### src/rtl/fp_operand_loader.sv
// Operand-entry stage for the FP add/sub datapath: debounces the save button, assembles
// operands A/B byte-by-byte from the switches and offers the pair downstream on valid/ready.
module fp_operand_loader #(
    parameter int unsigned DEBOUNCE_CYCLES = 100000
) (
    input  logic        clk,
    input  logic        reset,
    input  logic        save_btn,
    input  logic        datawork,
    input  logic        selnum,
    input  logic [1:0]  seldata,
    input  logic [7:0]  datain,
    input  logic        clr,
    input  logic        op_ready,
    output logic [31:0] op_a,
    output logic [31:0] op_b,
    output logic [3:0]  mask_a,
    output logic [3:0]  mask_b,
    output logic        op_valid,
    output logic        err_incomplete,
    output logic [3:0]  leds
);

    localparam int unsigned CNT_W = (DEBOUNCE_CYCLES > 2) ? $clog2(DEBOUNCE_CYCLES) : 1;
    localparam logic [CNT_W-1:0] CNT_LAST = CNT_W'(DEBOUNCE_CYCLES - 1);

    typedef enum logic [1:0] {LOAD, HANDOFF, SPENT} state_t;

    state_t           state, state_n;
    logic             sync1, sync2, deb, deb_d;
    logic [CNT_W-1:0] cnt;
    logic             save_pulse_c;
    logic             wr_en_c;
    logic             full_c;

    logic [31:0] op_a_n, op_b_n;
    logic [3:0]  mask_a_n, mask_b_n, leds_n;
    logic        valid_n, err_n;

    // Synchronizer, stability counter and edge detector for the save button
    always_ff @(posedge clk) begin
        if (!reset) begin
            sync1 <= 1'b0;
            sync2 <= 1'b0;
            deb   <= 1'b0;
            deb_d <= 1'b0;
            cnt   <= '0;
        end else begin
            sync1 <= save_btn;
            sync2 <= sync1;
            deb_d <= deb;
            if (sync2 == deb) begin
                cnt <= '0;
            end else if (cnt == CNT_LAST) begin
                deb <= sync2;
                cnt <= '0;
            end else begin
                cnt <= cnt + CNT_W'(1);
            end
        end
    end

    assign save_pulse_c = deb & ~deb_d;
    assign full_c       = (&mask_a) & (&mask_b);
    assign wr_en_c      = (state == LOAD) && save_pulse_c && datawork && !clr;

    always_ff @(posedge clk) begin
        if (!reset) state <= LOAD;
        else        state <= state_n;
    end

    always_comb begin
        state_n = state;
        unique case (state)
            LOAD:    if (!datawork && !clr && full_c) state_n = HANDOFF;
            HANDOFF: if (op_ready)                    state_n = SPENT;
            SPENT:   if (datawork)                    state_n = LOAD;
            default:                                  state_n = LOAD;
        endcase
    end

    // Next values of the registered outputs; operands only change while in LOAD
    always_comb begin
        op_a_n   = op_a;
        op_b_n   = op_b;
        mask_a_n = mask_a;
        mask_b_n = mask_b;
        err_n    = err_incomplete;
        if (state == LOAD) begin
            if (clr) begin
                op_a_n   = '0;
                op_b_n   = '0;
                mask_a_n = '0;
                mask_b_n = '0;
                err_n    = 1'b0;
            end else if (wr_en_c) begin
                for (int i = 0; i < 4; i++) begin
                    if (seldata == 2'(i)) begin
                        if (selnum) begin
                            op_b_n[i*8 +: 8] = datain;
                            mask_b_n[i]      = 1'b1;
                        end else begin
                            op_a_n[i*8 +: 8] = datain;
                            mask_a_n[i]      = 1'b1;
                        end
                    end
                end
                err_n = 1'b0;
            end else if (!datawork && !full_c) begin
                err_n = 1'b1;
            end
        end
        valid_n = (state_n == HANDOFF);
        leds_n  = {valid_n, err_n, &mask_b_n, &mask_a_n};
    end

    always_ff @(posedge clk) begin
        if (!reset) begin
            op_a           <= '0;
            op_b           <= '0;
            mask_a         <= '0;
            mask_b         <= '0;
            op_valid       <= 1'b0;
            err_incomplete <= 1'b0;
            leds           <= '0;
        end else begin
            op_a           <= op_a_n;
            op_b           <= op_b_n;
            mask_a         <= mask_a_n;
            mask_b         <= mask_b_n;
            op_valid       <= valid_n;
            err_incomplete <= err_n;
            leds           <= leds_n;
        end
    end

endmodule

### config.mk
export PLATFORM = sky130hd
export DESIGN_NAME = fp_operand_loader
export DESIGN_NICKNAME = d
export VERILOG_FILES = /design/src/rtl/fp_operand_loader.sv
export SDC_FILE = /design/constraint.sdc
export NUM_CORES = 1
export LEC_CHECK = 0
export CELL_PAD_IN_SITES_DETAIL_PLACEMENT = 0
export CELL_PAD_IN_SITES_GLOBAL_PLACEMENT = 1
export CORE_UTILIZATION = 30
export CTS_CLUSTER_DIAMETER = 80
export DETAILED_ROUTE_END_ITERATION = 6
export GPL_TIMING_DRIVEN = 0
export HOLD_SLACK_MARGIN = 0.02
export PLACE_DENSITY = 0.64
export REMOVE_ABC_BUFFERS = 1
export SLEW_MARGIN = 15
export SYNTH_ARGS = -nofsm -noshare
export SYNTH_HDL_FRONTEND = slang
export SYNTH_SLANG_ARGS = --single-unit
### constraint.sdc
create_clock -name clk -period 2.5 [get_ports clk]
set_clock_uncertainty 0.15 [all_clocks]
set_input_delay 0.5 -clock clk [delete_from_list [all_inputs] [get_ports clk]]
set_output_delay 0.5 -clock clk [all_outputs]
set_load 0.01 [all_outputs]
# Yosys cells after proc, flatten, opt, wreduce, memory -nomap -nowiden
# Cells that the tools add are included.
[word_totals] word_cells=109 output_inout_bits=78 ff_bits=101 input_bits=17
[classes] muxes=44 reduce_logical=31 n_addsub=1 bitwise_logic=5 eq_ne=9
[ops] cell="$mux W32" n=4
[ops] cell="$mux W8" n=10
[ops] cell="$reduce_and A4 Y1" n=12
[ops] cell="$mux W4" n=6
[ops] cell="$mux W1" n=20
[ops] cell="$add A17 B1 Y17 const B" n=1
[ops] cell="$eq A17 B17 Y1 const B" n=1
[ops] cell="$reduce_bool A2 Y1" n=6
[ops] cell="$eq A2 B1 Y1 const B" n=3
[ops] cell="$eq A2 B2 Y1 const B" n=3
[ops] cell="$logic_and A1 B1 Y1" n=6
[ops] cell="$mux W2" n=3
[ops] cell="$pmux W2 S3" n=1
[ops] cell="$logic_not A2 Y1" n=2
[ops] cell="$logic_not A1 Y1" n=3
[ops] cell="$not A1 Y1" n=3
[ops] cell="$reduce_or A3 Y1" n=1
[ops] cell="$and A1 B1 Y1" n=2
[ops] cell="$ne A2 B1 Y1 const B" n=1
[ops] cell="$reduce_and A2 Y1" n=1
[ops] cell="$eq A1 B1 Y1" n=1

# Depth between registers and ports, before layout
[logic_depth] depth_word=9 mapped_depth=6 ltp_nobuf=5

# Worst setup path after synthesis
# No wires, ideal clock.
[synth_timing] kind="input port to flip-flop" start="input clr" end="register leds[0]" stages=5 t_arrival_ps=1606 path_buffers=1 slack_ps=655 setup_time_ps=88 t_required_ps=2262 cell_sequence="or3_1 > buf_6 > nor4_4 > o21ai_2 > a311oi_2"
[synth_via] elab_chain_cells=6
[synth_lines] item="start: declaration" line_no="13" source="input logic clr,"
[synth_lines] item="$logic_not A1 Y1" line_no="65" source="assign wr_en_c = (state == LOAD) && save_pulse_c && datawork && !clr;"
[synth_lines] item="$logic_and A1 B1 Y1" line_no="65"
[synth_lines] item="$mux W4" line_no="96" source="end else if (wr_en_c) begin"
[synth_lines] item="$mux W4 *" line_no="90" source="if (clr) begin"
[synth_lines] item="$mux W4 *" line_no="89" source="if (state == LOAD) begin"
[synth_lines] item="$reduce_and A4 Y1 *" line_no="114" source="leds_n = {valid_n, err_n, &mask_b_n, &mask_a_n};"
[synth_lines] item="end signal: assignment" line_no="133" source="leds <= leds_n;"
[synth_lines] item="end: declaration" line_no="21" source="output logic [3:0] leds"
# Every way passes the cells marked *; elsewhere a longest branch is shown, timed or not.
# A chain may end at the register's enable or synchronous reset.

# Final worst setup path
[layout_timing] start="input clr" end="register leds[1]"
# Same word-level chain as after synthesis.

==> impl_metrics.tcl <==
set metrics [dict create \
    outcome "completed" \
    power_leakage_nw 1.678 \
    synth_top_family_by_area "simple AND/OR/NAND/NOR gates" \
    fin_area_um2 5159 \
    synth-warning-count 0 \
    final_cell_mix "99 x dfxtp_1, 93 x clkdlybuf4s50_1, 31 x nor2_1" \
    synth_area_per_cell_um2 10.27 \
    numPortBuffers 94 \
    setup_viol 0 \
    clockBufferDepth 2 \
    postCtsHoldBufs 0 \
    synth_mux_area_frac 0.002628 \
    crit_arrival_ns 2.59 \
    synthAdderAreaFrac 0.003285 \
    irDropWorstVdd_v 0.0002761 \
    ios 95 \
    totalWireLength_mm 10.53 \
    grt_max_degree 42 \
    area_delta_synth_final_pct 35.45 \
    hpwl_mm 7.335 \
    slew-limit-headroom 0.4158 \
    rsz0062_at_grt "true" \
    cts_buffers 9 \
    ys_seq_area_frac 0.5204 \
    crit_type "in -> reg" \
    finalPower_w 0.002994 \
    cts-root-buf "clkbuf_16" \
    synth_seq_cells 99 \
    combPwrFrac 0.045 \
    drtIter0Drc 188 \
    clock_sinks 99 \
    report.final.slew_viol_count 0 \
    intPower_w 0.002307 \
    drive_above_1_share 0.07675 \
    ant_nets 0 \
    drc_errors 0 \
    fin_ws_ns 0.01123 \
    finalCritPeriodShare 0.9955 \
    core-area_um2 12210 \
    netlist_instances 371 \
    p_sw_frac 0.2297 \
    finish.utilization 0.4224 \
    clock_power_share 0.427 \
    vias 3145 \
    synth_compound_area_frac 0.1942 \
    h-tree-depth 3 \
    cp_max_fo 9 \
    synth_edf_count 0 \
    nFillCells 1247 \
    synth_top_cell_area_share 0.5204 \
    die_height_um 114.7 \
    tightest_slew_ns 0.8649 \
    setup-tns-final_ns 0 \
    min_period_ns 2.489 \
    die_w_um 114.7 \
    num_rows 40 \
    antenna_found_initial 0 \
    ys.flop_type "dfxtp_1" \
    syn_area_um2 3809 \
    die_area_um2 13150 \
    yosys.area_share.simple 0.2063 \
    gp_congestion 0.7901 \
    netlist_top_cells_area "dfxtp_1 52%, a32o_1 5.8%, a22oi_1 4.5%" \
    synth_xor_area_frac 0.03449 \
    fin_nets 469 \
    p_per_area_nw_per_um2 580.4 \
    synthArstFlopShare 0 \
    drv_cap 0 \
    drt-pass1-iter-count 4 \
    clkLatencyLatePin_ns 0.34 \
    hold_viol_final 0 \
    start_kind "input port" \
    end_kind "flip-flop" \
    start_util 0.3119 \
    mostFrequentLayoutCell "dfxtp_1" \
    dpl_worst_slack_ns -0.3411 \
    grt_pass1_wl_mm 16.03 \
    grt_pass1_vias 2870 \
    placed_area_um2 4846 \
    max_freq_ghz 0.4018 \
    diodes 0 \
    tritoncts "done" \
    grt_util_all_layers 0.1626 \
    ys_types 54 \
    synth_top_area_cell "dfxtp_1" \
    worstPathRequired_ns 2.60 \
    via_per_inst 5.040 \
    power.switching_w 0.0006878 \
    seqPwrFrac 0.528 \
    grt_overflow 0 \
    wl_per_cell_um 16.87 \
    path_clk_slew_ns 0.07 \
    min_path_type "reg -> reg" \
]
-- flip-flops by register name, indices dropped and copies added, names as in the netlist --
signal    cells
op_a         32
op_b         32
cnt          17
mask_a        4
mask_b        4
leds          3
state         2
deb           1
deb_d         1
op_valid      1
sync1         1
sync2         1
-- power groups by stage --
stage | Combinational [W] | Clock [W] | Sequential (W)
2_1_floorplan | 0.0000423 | 0 | 0.00162
3_3_place_gp | 0.000131 | 0 | 0.00162
3_5_place_dp | 0.000133 | 0 | 0.00162
4_1_cts | 0.000133 | 0.00131 | 0.00158
5_1_grt | 0.000144 | 0.00138 | 0.00158
6_report | 0.000134 | 0.00128 | 0.00158
-- repair_timing --
action | 4_1_cts | 5_1_grt
setup endpoints to repair | 0 | 33
resized for setup | 0 | 5
setup buffers | 0 | 1
-- critical path: stages --
cell             delay [ns]
clkdlybuf4s50_1        0.57
or3_1                  0.53
nor3_2                 0.62
nand2_1                0.14
a211oi_2               0.24
-- metal layers --
layer,global-route usage,up-vias,wire [um]
li1,-,1530,-
met1,0.2288,1538,5134
met2,0.2396,65,4800
met3,0.03229,12,433
met4,0.07186,0,159
met5,0,-,0
-- per-stage QoR --
stage	std cells	hold slack [ns]
2_1_floorplan	344	0.2618
3_3_place_gp	606	0.2685
3_5_place_dp	607	0.2699
4_1_cts	623	0.2841
5_1_grt	624	0.2991
6_report	624	0.2826
-- cell type report --
cell class | count | area [um^2] | area share
sequential | 99 | 1982 | 0.3842
clock buffer | 11 | 232.7 | 0.04511
multi-input combinational | 240 | 1703 | 0.3301
tap | 168 | 210.2 | 0.04075
timing repair buffer | 96 | 975.9 | 0.1892
inverter | 5 | 18.77 | 0.003638
clock inverter | 5 | 36.28 | 0.007034
-- worst paths after layout --
path,slack (ns),start,cells after the start,to
worst max-delay path,0.01,clr,5,leds[1]
worst min-delay path,0.28,sync1,1,sync2
worst max register to register,0.33,state[1],4,leds[1]
worst min register to register,0.28,sync1,1,sync2
-- cell families (layout without fill, tap and decap cells) --
logic type,count (synthesis),in the layout
AOI/OAI and AO/OA,89,89
adders and majority gates,1,1
muxes,1,1
xor gates and xnor gates,15,15
and+or+nand+nor,134,134
buffers and inverters,32,117
DFF,99,99
-- synth_stat cells, drive strengths merged (2+ instances only) --
cell / n
a21oi: 5
or3: 2
and4: 4
and2: 4
nor2: 32
inv: 5
xor2: 7
a22o: 16
nand4: 8
nand2b: 2
nor4bb: 2
buf: 16
o21a: 4
o21ai: 4
a22oi: 23
xnor2: 8
nor3: 9
nor4: 6
clkbuf: 11
and3: 4
nor2b: 27
nand3: 8
dfxtp: 99
nand2: 17
nor3b: 2
a31oi: 6
a32o: 22
Power figures use the tool's default switching activity.
